## config.mk

```make
export PLATFORM = sky130hd
export DESIGN_NAME = amul_err_monitor
export DESIGN_NICKNAME = d
export VERILOG_FILES = /design/src/rtl/amul_err_monitor.sv
export SDC_FILE = /design/constraint.sdc
export NUM_CORES = 1
export LEC_CHECK = 0
export ABC_AREA = 0
export ABC_CLOCK_PERIOD_IN_PS = 11100
export BUFFER_PORTS_ARGS = -buffer_cell sky130_fd_sc_hd__buf_2
export CAP_MARGIN = 10
export CORE_UTILIZATION = 35
export CTS_BUF_LIST = sky130_fd_sc_hd__clkbuf_8 sky130_fd_sc_hd__clkbuf_16
export DETAILED_ROUTE_END_ITERATION = 10
export RECOVER_POWER = 25
export SLEW_MARGIN = 0
export SYNTH_ARGS = -nofsm -noshare
export SYNTH_HDL_FRONTEND = slang
export SYNTH_SLANG_ARGS = --single-unit
```

## constraint.sdc

```tcl
create_clock -name clk -period 11.1 [get_ports clk]
set_clock_uncertainty 0.05 [all_clocks]
set_input_delay 2.22 -clock clk [delete_from_list [all_inputs] [get_ports clk]]
set_output_delay 2.22 -clock clk [all_outputs]
set_load 0.01 [all_outputs]
```

## src/rtl/amul_err_monitor.sv

```systemverilog
// amul_err_monitor
// Accuracy checker for the 8x8 approximate multiplier stages. Each sample
// carries both operands and the approximate product. The monitor recomputes
// the exact product, and over a window of 2^WIN_LOG2 samples it accumulates
// the error count, the absolute and signed error sums, and the maximum
// absolute error. The totals are then offered on a valid/ready report port.
module amul_err_monitor #(
    parameter int WIN_LOG2   = 8,
    parameter bit PIPE_EXACT = 1'b1
) (
    input  logic                  clk,
    input  logic                  rst_n,
    input  logic                  start,
    input  logic                  clear,
    input  logic                  in_vld,
    output logic                  in_rdy,
    input  logic [7:0]            in_a,
    input  logic [7:0]            in_b,
    input  logic [15:0]           in_p,
    output logic                  busy,
    output logic                  st_vld,
    input  logic                  st_rdy,
    output logic [WIN_LOG2:0]     st_cnt,
    output logic [WIN_LOG2:0]     st_err_cnt,
    output logic [15+WIN_LOG2:0]  st_sum_ed,
    output logic [16+WIN_LOG2:0]  st_sum_sed,
    output logic [15:0]           st_max_ed
);

    localparam int CNT_W = WIN_LOG2 + 1;
    localparam logic [CNT_W-1:0] LAST_IDX = CNT_W'((1 << WIN_LOG2) - 1);

    typedef enum logic [1:0] {
        IDLE,
        ACCUM,
        DRAIN,
        REPORT
    } state_t;

    state_t           state;
    logic [CNT_W-1:0] acc_cnt;   // samples accepted so far in this window
    logic             accept;

    // Stage 1 registers
    logic             s1_vld;
    logic [7:0]       s1_a;
    logic [7:0]       s1_b;
    logic [15:0]      s1_p;
    logic [15:0]      s1_exact;

    // Stage 2 combinational error terms
    logic [15:0]      prod_s2;
    logic [15:0]      exact_s2;
    logic [16:0]      diff;
    logic [15:0]      ed;

    assign accept = in_vld & in_rdy;

    // Control FSM. The handshake and status outputs are registered alongside
    // the state so that they never glitch. clear has priority over every
    // transition.
    always_ff @(posedge clk or negedge rst_n) begin
        if (!rst_n) begin
            state   <= IDLE;
            in_rdy  <= 1'b0;
            busy    <= 1'b0;
            st_vld  <= 1'b0;
            acc_cnt <= '0;
        end else if (clear) begin
            state   <= IDLE;
            in_rdy  <= 1'b0;
            busy    <= 1'b0;
            st_vld  <= 1'b0;
            acc_cnt <= '0;
        end else begin
            case (state)
                IDLE: begin
                    if (start) begin
                        state   <= ACCUM;
                        in_rdy  <= 1'b1;
                        busy    <= 1'b1;
                        acc_cnt <= '0;
                    end
                end
                ACCUM: begin
                    if (accept) begin
                        acc_cnt <= acc_cnt + CNT_W'(1);
                        if (acc_cnt == LAST_IDX) begin
                            state  <= DRAIN;
                            in_rdy <= 1'b0;
                        end
                    end
                end
                DRAIN: begin
                    // The last sample is folded in on the edge after it leaves stage 1.
                    if (!s1_vld) begin
                        state  <= REPORT;
                        st_vld <= 1'b1;
                    end
                end
                REPORT: begin
                    if (st_rdy) begin
                        state  <= IDLE;
                        st_vld <= 1'b0;
                        busy   <= 1'b0;
                    end
                end
                default: begin
                    state <= IDLE;
                end
            endcase
        end
    end

    // Stage 1: capture the accepted sample. With PIPE_EXACT set, the exact
    // product is also captured here.
    // NOTE: sequential state uses non-blocking assignments only, so every
    // register samples values from before the edge.
    always_ff @(posedge clk or negedge rst_n) begin
        if (!rst_n) begin
            s1_vld   <= 1'b0;
            s1_a     <= '0;
            s1_b     <= '0;
            s1_p     <= '0;
            s1_exact <= '0;
        end else begin
            s1_vld <= accept & ~clear;
            if (accept) begin
                s1_a     <= in_a;
                s1_b     <= in_b;
                s1_p     <= in_p;
                s1_exact <= {8'd0, in_a} * {8'd0, in_b};
            end
        end
    end

    // Stage 2: the signed and absolute error of the sample held in stage 1.
    // NOTE: every signal here is assigned on every pass, so no latch is inferred.
    always_comb begin
        prod_s2  = {8'd0, s1_a} * {8'd0, s1_b};
        exact_s2 = PIPE_EXACT ? s1_exact : prod_s2;
        diff     = {1'b0, exact_s2} - {1'b0, s1_p};
        ed       = diff[16] ? 16'(-diff) : diff[15:0];
    end

    // Accumulators. These are zeroed on clear and at window start. They are
    // updated once per valid stage-2 sample and otherwise hold their value,
    // so the last report stays readable.
    always_ff @(posedge clk or negedge rst_n) begin
        if (!rst_n) begin
            st_cnt     <= '0;
            st_err_cnt <= '0;
            st_sum_ed  <= '0;
            st_sum_sed <= '0;
            st_max_ed  <= '0;
        end else if (clear || (state == IDLE && start)) begin
            st_cnt     <= '0;
            st_err_cnt <= '0;
            st_sum_ed  <= '0;
            st_sum_sed <= '0;
            st_max_ed  <= '0;
        end else if (s1_vld) begin
            st_cnt     <= st_cnt + CNT_W'(1);
            st_err_cnt <= st_err_cnt + CNT_W'(ed != 16'd0);
            st_sum_ed  <= st_sum_ed + {{WIN_LOG2{1'b0}}, ed};
            st_sum_sed <= st_sum_sed + {{WIN_LOG2{diff[16]}}, diff};
            if (ed > st_max_ed) begin
                st_max_ed <= ed;
            end
        end
    end

endmodule

```

# Yosys cells after proc, flatten, opt, wreduce, memory -nomap -nowiden
# Index checks and enable logic that the tools add are counted.
dict set report totals {
  register_bits 130
  word_cells 83
  inputBits 38
  output_inout_bits 86
}
dict set report classes {
  eq_ne 9
  multipliers 1
  reduce_logical 15
  add_sub_neg 7
  magnitude_cmp 1
  bitwise_logic 3
  muxes 34
}
# operator n
set op_table {}
lappend op_table {{$mux W16} 4}
lappend op_table {{$mux W9} 7}
lappend op_table {{$mux W25} 2}
lappend op_table {{$mux W24} 2}
lappend op_table {{$add A25 B25 Y25} 1}
lappend op_table {{$add A24 B16 Y24} 1}
lappend op_table {{$add A9 B1 Y9 const B} 2}
lappend op_table {{$pmux W9 S2} 1}
lappend op_table {{$sub A16 B16 Y17} 1}
lappend op_table {{$gt A16 B16 Y1} 1}
lappend op_table {{$mul A8 B8 Y16} 1}
lappend op_table {{$neg A16 Y16} 1}
lappend op_table {{$reduce_bool A16 Y1} 1}
lappend op_table {{$ne A3 B3 Y1 const B} 5}
lappend op_table {{$mux W2} 6}
lappend op_table {{$add A9 B1 Y9} 1}
lappend op_table {{$eq A9 B8 Y1 const B} 1}
lappend op_table {{$reduce_and A3 Y1} 3}
lappend op_table {{$reduce_bool A3 Y1} 3}
lappend op_table {{$mux W1} 8}
lappend op_table {{$pmux W2 S4} 1}
lappend op_table {{$pmux W1 S2} 3}
lappend op_table {{$reduce_and A5 Y1} 1}
lappend op_table {{$eq A2 B2 Y1 const B} 2}
lappend op_table {{9 further kinds} 11}

# Depth between registers and ports, before layout
# Gate-level depths: netlist (run 1).
dict set report depth {
  ltp_word 7
  depth_mapped 24
  ltp_nobuf 22
}

# Worst setup path before layout (run 1)
# Ideal clock, no wire load.
dict set report synth_path {
  path_kind {in2reg}
  start {input in_a[1]}
  end {register s1_exact[15], in the netlist exact_s2[15]}
  setup_slack_ns 4.714
  n_path_buf 0
  required_ns 10.914
  stages 17
  setup_time_ns 0.136
  t_arrival_ns 6.201
  path_cell_list {and2_1 > fa_1 > fa_1 > inv_1 > fa_1 > fa_1 > inv_1 > ha_1 > o21ai_0 > nand2b_1 > a21o_1 > a21o_1 > a21o_1 > a41o_1 > o41ai_1 > xnor2_1 > o21ai_0}
}
dict set report synth_between {
  elab_chain_cells 1
}
# element line
set synth_lines {}
lappend synth_lines {{start, declared} 17} ;# input logic [7:0] in_a,
lappend synth_lines {{$mul A8 B8 Y16} 132} ;# s1_exact <= {8'd0, in_a} * {8'd0, in_b};
lappend synth_lines {{end signal, assigned} 132}
lappend synth_lines {{end, declared} 49} ;# logic [15:0] s1_exact;
# No other way between the ends.
# A chain may end at the register's enable or synchronous reset.

# Worst setup path in the final report (run 1)
# Ends and elaborated chain as after synthesis.

==> results of run 1 <==
[metal layers]
| layer | track usage, % | vias to the layer above | share of wire [%] |
|---|---|---|---|
| met5 | 0 | - | 0.049 |
| met4 | 5.73 | 2 | 1.9 |
| met3 | 3.31 | 27 | 3.8 |
| met2 | 27.3 | 168 | 47 |
| met1 | 21.5 | 4354 | 48 |
| li1 | - | 4526 | - |
[worst max-delay path by stage]
stage / to / depth (start not counted) / start / slack (ns)
floorplan: exact_s2[15] / 17 / in_a[1] / 4.71
global placement: exact_s2[15] / 18 / in_a[1] / 4.38
detailed placement: exact_s2[15] / 18 / in_a[1] / 4.33
CTS: exact_s2[15] / 18 / in_a[1] / 4.79
global route: exact_s2[15] / 18 / in_a[1] / 4.51
finish: exact_s2[15] / 18 / in_a[1] / 4.74
[worst max-delay path, cell delays in order]
cell	delay (ns)
buf_2	0.15
and2_1	0.18
fa_1	0.46
fa_1	0.55
inv_1	0.05
fa_1	0.46
fa_1	0.54
inv_1	0.04
ha_1	0.32
o21ai_0	0.09
nand2b_1	0.10
a21o_1	0.18
a21o_1	0.20
a21o_1	0.19
a41o_1	0.25
o41ai_1	0.30
xnor2_1	0.15
o21ai_0	0.08
[cells by family (layout without fill, tap and decap cells)]
group           Yosys count  after routing  share of synthesized area (%)
simple gates            412            412                           18.0
compound gates          244            244                           14.7
fa+ha+maj               160            160                           20.5
buf+inv                 145            270                           5.06
flops                   130            130                           29.0
xor+xnor                 82             82                           6.47
mux                      68             68                           6.29
other cells               0              2                              0
[registers in the layout, summed over array words and instances (netlist names), 2 cells and up]
name	cells
state	2
exact_s2	16
st_err_cnt	9
st_max_ed	16
st_sum_sed	25
s1_p	16
st_cnt	9
acc_cnt	9
st_sum_ed	24
[layout make-up]
| cell class | instances | share of cell area, % |
|---|---|---|
| sequential | 130 | 25.3 |
| clock inverter | 15 | 1.66 |
| clock buffer | 17 | 3.31 |
| timing repair buffer | 128 | 5.02 |
| tap | 402 | 3.91 |
| multi-input combinational | 966 | 57.5 |
| antenna | 2 | 0.0389 |
| inverter | 110 | 3.21 |
[through the flow]
step	worst slack [ns]	hold WS (ns)	utilization (%)	cell area [sq um]
final	4.74	0.430	40.8	12900
after global routing	4.51	0.464	40.7	12900
after CTS	4.79	0.438	40.8	12900
after detailed placement	4.33	0.424	38.8	12200
after global placement	4.38	0.416	38.8	12200
after floorplan	4.71	0.400	-	11200
[layout by cell type, fill, tap and decap left out, drive strengths merged, types with 15 or more instances in the layout]
| master | count |
|---|---|
| and2 | 37 |
| xor2 | 31 |
| mux2 | 20 |
| a21o | 26 |
| dfrtp | 130 |
| ha | 121 |
| clkbuf | 21 |
| inv | 120 |
| o21ai | 68 |
| nand2b | 16 |
| a21oi | 70 |
| nor3 | 21 |
| nor2b | 15 |
| and3 | 19 |
| xnor2 | 51 |
| nor2 | 130 |
| nand2 | 100 |
| nand3 | 26 |
| mux2i | 48 |
| fa | 39 |
| buf | 124 |
==> impl_metrics.csv, run 1 <==
group,metric,value,unit
run_status,outcome,"finished, violations left",
run_status,violations,"max-capacitance violations, max-slew violations",
drt,wl_per_cell,15.1,um
finish,seq_area,0.00325,sq mm
logic_synthesis,yosysTopAreaCell,"dfrtp_1",
timing,fmax,0.157,GHz
timing,slew_viol_final,111,
logic_synthesis,synth_edf_count,0,
grt,track_usage,16.5,%
logic_synthesis,avgSynthCellArea,9.03,sq um
logic_synthesis,yosys-top-cells-count,"dfrtp_1 (130), nor2_1 (130), ha_1 (121), inv_1 (109), nand2_1 (100)",
worst_setup_path,end_kind,"register",
timing,hold_viol,0,
timing,finalCritPeriodShare,57.3,%
floorplanning,fp.dieW,181,um
clock_tree,clk_pin_slew,0.06,ns
logic_synthesis,async_flop_share,100,%
drt,drtAntennaViolNets,0,
clock_tree,cts_buffers,17,
logic_synthesis,ys_dominant_reg_cell,"dfrtp_1",
placement,io_buffers,123,
worst_setup_path,worstPathMaxFanout,8,
drt,route.vias.total,9077,
drt,route.detailed.drc,0,
logic_synthesis,synth_seq_area_share,29.0,%
placement,routabilityCongestion,0.857,
run,drv_cap,2,
grt,antenna_found_initial,2,
timing,relSlewSlack,-123,%
clock_tree,cts_tree,"built",
floorplanning,die_h,181,um
finish,final_cells,1770,
floorplanning,dieArea,0.0328,sq mm
floorplanning,ioPinCount,124,
clock_tree,hold_buffers,0,
worst_setup_path,regToRegSetupSlack,5.09,ns
hold_path,whs_path_depth,2,
logic_synthesis,syn_area,0.0112,sq mm
finish,fin_nets,1551,
floorplanning,core_area,0.0316,sq mm
floorplanning,initial_core_util,35.5,%
worst_setup_path,start_kind,"input pin",
clock_tree,clkLatencyLatePin,0.43,ns
drt,drt-vias-per-instance,5.13,
grt,grt_pass1_vias,8826,
timing,finalSetupViolCount,0,
timing,worst_slew_pin_slew,3.34,ns
logic_synthesis,synthCells,1241,
logic_synthesis,yosysUniqueCellTypes,81,
placement,hpwl,20600,um
worst_setup_path,worst-r2r-cell-count,21,
timing,setup_tns,0,ns
clock_tree,cts_sinks,130,
clock_tree,cts.path.max_buffers,2,
logic_synthesis,synth.ff_latch_count,130,
grt,grt_pass1_wl,44000,um
worst_setup_path,r2r_end,"st_sum_ed[17]",
logic_synthesis,synthTopCellsByArea,"dfrtp_1 (29%), ha_1 (14%), fa_1 (7.0%), nor2_1 (4.4%), mux2i_1 (4.3%)",
finish,multi_input_area,0.00740,sq mm
worst_setup_path,required,11.28,ns
clock_tree,postCtsSetupBuffers,0,
clock_tree,htree_levels,4,
hold_path,holdPathEnd,"exact_s2[8]",
placement,dp_cells,1736,
logic_synthesis,yosysTopAreaCellShare,29.0,%
drt,firstDrtPassIters,4,
worst_setup_path,arrival,6.54,ns
drt,drt_iter0_markers,457,
drt,drt-total-wl,26700,um
floorplanning,num_rows,65,
timing,layout_min_cycle_time,6.36,ns
worst_setup_path,crit_type,"input pin to register",
finish,drive_gt1_share,15.5,%
clock_tree,ctsResizeCount,0,
grt,grt-ovfl-total,0,
grt,grt_max_degree,71,
hold_path,hp-start,"exact_s2[8]",
timing,rsz0062_at_grt,"false",
finish,nFillCells,3147,
logic_synthesis,yosys_warnings,0,
hold_path,min_path_type,"register to register",
finish,area_delta_synth_final,14.7,%
logic_synthesis,syn_nets,1439,
worst_setup_path,r2r-start,"s1_p[0]",
clock_tree,cts-root-buf,"clkbuf_16",
Power of run 1 is left out: the tool's default activity adds up to more than one toggle a clock period on the data nets, which glitch-free logic cannot reach.
==> run 2: changes to the inputs <==
- ABC_CLOCK_PERIOD_IN_PS: 11100 -> 5500
- clock period: 11.1 -> 5.5 ns (I/O delays scaled with it)
==> impl_metrics.csv, run 2 (synthesized netlist as in run 1, its figures left out) <==
group,metric,value,unit
run_status,outcome,"finished, violations left",
run_status,violations,"max-capacitance violations, max-slew violations",
hold_path,hp-start,"exact_s2[8]",
timing,slew_viol_final,101,
worst_setup_path,slowest_stage,"fa_1",
placement,dp_cells,1763,
drt,route.detailed.drc,0,
finish,final_cells,1797,
drt,wl_per_cell,15.0,um
grt,track_usage,17.0,%
clock_tree,cts.path.max_buffers,2,
grt,antenna_found_initial,0,
worst_setup_path,arrival,5.41,ns
timing,hold_viol,0,
timing,finalSetupViolCount,0,
worst_setup_path,worstPathMaxFanout,11,
clock_tree,clk_pin_slew,0.06,ns
worst_setup_path,start_kind,"register",
finish,multi_input_area,0.00741,sq mm
finish,diodes,0,
floorplanning,fp.dieW,181,um
grt,grt_max_degree,101,
run,drv_cap,1,
clock_tree,cts_sinks,130,
drt,route.vias.total,9107,
timing,finalCritPeriodShare,92.6,%
worst_setup_path,crit_type,"register to register",
timing,relSlewSlack,-71.5,%
finish,area_delta_synth_final,16.8,%
floorplanning,dieArea,0.0328,sq mm
placement,hpwl,20900,um
finish,nFillCells,3191,
hold_path,min_path_type,"register to register",
worst_setup_path,critPathLaunch,"s1_p[0]",
worst_setup_path,r2r-start,"s1_p[0]",
finish,seq_area,0.00325,sq mm
clock_tree,clkLatencyLatePin,0.44,ns
worst_setup_path,regToRegSetupSlack,0.41,ns
grt,grt-ovfl-total,0,
worst_setup_path,cp_cell_sequence,"ha_1 > fa_1 > nor2b_4 > o31ai_2 > a211oi_2 > nand4_2 > a311oi_4 > buf_4 > buf_4 > a21oi_1 > xnor2_1 > ha_1 > and2_1 > a31oi_1 > o31ai_2 > o41ai_2 > o21ai_0 > a21o_1 > a21oi_1 > xnor2_1 > mux2i_1 > nor2_1",
floorplanning,initial_core_util,35.5,%
placement,io_buffers,123,
drt,drtAntennaViolNets,0,
finish,largest_reg_flops,25,
timing,setup_ws,0.405,ns
worst_setup_path,end_kind,"register",
finish,reg.largest.list,"st_sum_sed: 25 flops, st_sum_ed: 24 flops",
placement,routabilityCongestion,0.875,
grt,grt_pass1_vias,8909,
finish,regMostFlops,"st_sum_sed",
clock_tree,cts_tree,"built",
floorplanning,die_h,181,um
clock_tree,htree_levels,4,
floorplanning,ioPinCount,124,
drt,drt-total-wl,27000,um
grt,grt_pass1_wl,44800,um
clock_tree,hold_buffers,0,
timing,layout_min_cycle_time,5.09,ns
worst_setup_path,required,5.82,ns
finish,drive_gt1_share,17.6,%
drt,drt_iter0_markers,480,
drt,firstDrtPassIters,5,
timing,worst_slew_pin_slew,2.57,ns
clock_tree,cts-root-buf,"clkbuf_16",
worst_setup_path,crit_buf_inv,2,
finish,fin_nets,1580,
timing,fmax,0.196,GHz
worst_setup_path,worst_path_largest_cell_delay,0.44,ns
drt,drt-vias-per-instance,5.07,
worst_setup_path,worst_path_dominant_cell_family,"compound AO/OA/AOI/OAI gates",
timing,rsz0062_at_grt,"false",
finish,mostFrequentLayoutCells,"nor2_1 (130), dfrtp_1 (130), ha_1 (121), buf_2 (121), inv_1 (109)",
floorplanning,core_area,0.0316,sq mm
clock_tree,cts_buffers,17,
placement,pre_cts_ws,-0.0555,ns
floorplanning,num_rows,65,
[run 2: changes by cell type in the layout (fill, tap and decap cells not counted), sizes merged]
cell	change
buf	+31
clkinv	+1
clkinvlp	-1
diode	-2
inv	-2
[run 2: final timing paths]
check                      cells after the start             to
max                                           22  st_sum_ed[15]
min                                            2    exact_s2[8]
max reg2reg                                   22  st_sum_ed[15]
min reg2reg                                    2    exact_s2[8]
max in group asynchronous                      1       s1_p[13]
min in group asynchronous                      1  st_err_cnt[7]
[run 2: final cells by class]
cell class	count	area share, %
clock inverter	13	1.43
timing repair buffer	157	6.64
tap	402	3.84
sequential	130	24.8
clock buffer	19	3.46
multi-input combinational	966	56.6
inverter	110	3.15
[run 2: repair_timing]
item	4_1_cts	5_1_grt
resized for setup	0	3
endpoints found under the setup margin	0	7
buffers inserted	0	2
[run 2: stage by stage]
| stage | hold WS (ns) | util (%) | setup TNS (ns) | instance area (sq um) |
|---|---|---|---|---|
| CTS | 0.438 | 41.4 | 0 | 13100 |
| detailed placement | 0.425 | 39.4 | -0.0555 | 12400 |
| global placement | 0.417 | 39.4 | -0.0111 | 12400 |
| finish | 0.430 | 41.5 | 0 | 13100 |
| global route | 0.461 | 41.5 | 0 | 13100 |
| floorplan | 0.400 | - | 0 | 11200 |
[run 2: worst min-delay path: cells and delay by family (launching register included)]
kind	cells	cell delay, ns
flip-flops	1	0.34
AND/OR/NAND/NOR	1	0.05
AO/OA/AOI/OAI	1	0.06
[run 2: routing by layer]
| metal | routed length, um | share of wire (%) | global-route usage [%] |
|---|---|---|---|
| met5 | 0 | 0 | 0 |
| met4 | 446 | 1.7 | 5.05 |
| met3 | 996 | 3.7 | 3.10 |
| met2 | 12700 | 47 | 28.5 |
| met1 | 12900 | 48 | 22.1 |
Power of run 2 is left out for the same reason.
==> run 3: changes to the inputs <==
==> constraint.sdc (replaced) <==
create_clock -name clk -period 5.5 [get_ports clk]
set_clock_uncertainty 0.05 [all_clocks]
set_input_delay 0.55 -clock clk [delete_from_list [all_inputs] [get_ports clk]]
set_output_delay 0.55 -clock clk [all_outputs]
set_load 0.01 [all_outputs]
==> impl_metrics.csv, run 3 (synthesized netlist as in run 1, its figures left out) <==
group,metric,value,unit
hold_path,hp-start,"in_p[4]",
drt,drt-total-wl,26900,um
run_status,outcome,"finished, violations left",
finish,multi_input_area,0.00741,sq mm
floorplanning,fp.dieW,181,um
drt,route.met2.wl,12500,um
finish,seq_area,0.00325,sq mm
finish,area_delta_synth_final,15.1,%
placement,dp_cells,1745,
worst_setup_path,start_kind,"register",
floorplanning,dieArea,0.0328,sq mm
worst_setup_path,arrival,5.38,ns
timing,rsz0062_at_grt,"true",
clock_tree,htree_levels,4,
worst_setup_path,crit_buf_inv,2,
placement,pre_cts_ws,0.305,ns
finish,regMostFlops,"st_sum_sed",
grt,grt_pass1_wl,44600,um
floorplanning,die_h,181,um
drt,wl_per_cell,15.1,um
worst_setup_path,slowest_stage,"fa_1",
clock_tree,cts_sinks,130,
worst_setup_path,cp_cell_sequence,"ha_1 > fa_1 > nor2b_4 > o31ai_2 > a211oi_2 > nand4_2 > a311oi_4 > buf_4 > nor2_1 > a21oi_2 > inv_1 > fa_1 > nor2b_1 > o21ai_0 > a21boi_0 > o211ai_1 > a311oi_1 > o21ai_0 > a21o_1 > or3_1 > a21oi_1",
worst_setup_path,worst_path_largest_cell_delay,0.44,ns
timing,finalCritPeriodShare,92.4,%
worst_setup_path,critPathLaunch,"s1_p[0]",
worst_setup_path,worstPathMaxFanout,7,
floorplanning,num_rows,65,
clock_tree,clkLatencyLatePin,0.43,ns
drt,route.vias.total,8984,
timing,setup_ws,0.420,ns
worst_setup_path,r2r-start,"s1_p[0]",
finish,fin_nets,1562,
hold_path,whs_path_depth,2,
grt,track_usage,16.9,%
grt,antenna_found_initial,0,
floorplanning,core_area,0.0316,sq mm
drt,dr.max_layer_used,"met4",
finish,nFillCells,3198,
grt,grt_pass1_vias,8885,
worst_setup_path,path_depth,21,
worst_setup_path,required,5.80,ns
timing,layout_min_cycle_time,5.08,ns
finish,final_util,40.9,%
finish,reg.largest.list,"st_sum_sed: 25 flops, st_sum_ed: 24 flops",
finish,mostFrequentLayoutCells,"nor2_1 (130), dfrtp_1 (129), buf_2 (122), ha_1 (121), inv_1 (109)",
clock_tree,cts.path.max_buffers,2,
timing,setup_tns,0,ns
timing,worst_slew_pin_slew,4.15,ns
drt,route.detailed.drc,0,
drt,m1WireLength,13100,um
finish,final_common_cell,"nor2_1",
run,drv_cap,1,
placement,routabilityCongestion,0.861,
floorplanning,initial_core_util,35.5,%
clock_tree,cts-root-buf,"clkbuf_16",
placement,hpwl,20900,um
timing,finalSetupViolCount,0,
drt,firstDrtPassIters,4,
floorplanning,ioPinCount,124,
placement,io_buffers,123,
hold_path,min_path_type,"input pin to register",
worst_setup_path,worst-r2r-cell-count,21,
timing,slew_viol_final,88,
drt,drt_iter0_markers,409,
finish,diodes,0,
timing,relSlewSlack,-177,%
clock_tree,clk_pin_slew,0.06,ns
worst_setup_path,crit_type,"register to register",
clock_tree,hold_buffers,0,
drt,drtAntennaViolNets,0,
run_status,violations,"max-capacitance violations, max-slew violations",
finish,largest_reg_flops,25,
grt,grt_max_degree,88,
timing,fmax,0.197,GHz
timing,hold_viol,0,
finish,final_cells,1779,
clock_tree,cts_buffers,17,
drt,met3WireLength,753,um
grt,grt-ovfl-total,0,
drt,drt-vias-per-instance,5.05,
finish,drive_gt1_share,16.5,%
worst_setup_path,worst_path_dominant_cell_family,"compound AO/OA/AOI/OAI gates",
worst_setup_path,end_kind,"register",
clock_tree,cts_tree,"built",
run 3: cell types whose count changed in the layout (fill, tap and decap cells not counted), moves of 2 or more:
cell	delta
buf_4	-19
bufinv_16	-2
clkbuf_8	-2
clkinv_2	+2
clkinvlp_4	+3
inv_6	+2
inv_8	-2
run 3: path summary, 6_finish.rpt:
path	slack, ns	end
worst max register to register	0.42	st_sum_ed[22]
worst min-delay path	0.29	s1_p[4]
worst max-delay path	0.42	st_sum_ed[22]
max in group asynchronous	1.03	s1_vld
worst min register to register	0.43	acc_cnt[8]
min in group asynchronous	1.74	st_err_cnt[5]
run 3: through the flow:
step / cell area, sq um / hold slack, ns
after floorplan: 11200 / 0.204
after global placement: 12300 / 0.414
after detailed placement: 12300 / 0.424
after CTS: 12900 / 0.170
after global routing: 12900 / 0.287
final: 12900 / 0.295
run 3: area by class of cell:
class	instances	area share, %
clock buffers	17	3.30
clock inverters	15	1.13
inverters	110	3.20
multi-input cells	966	57.4
flip-flops and latches	130	25.2
well taps	402	3.90
repair buffers	139	5.84
run 3: timing repair:
action                                  4_1_cts  5_1_grt
endpoints found under the setup margin        0        9
resized for setup                             0        2
hold endpoints to repair                      0        0
buffers inserted                              0        2
run 3: metal layers:
layer  GRT usage, %  vias up
met4           5.93        0
met1           22.6     4261
met5              0        -
li1               -     4556
met2           27.5      137
met3           2.62       30
Power of run 3 is left out for the same reason.
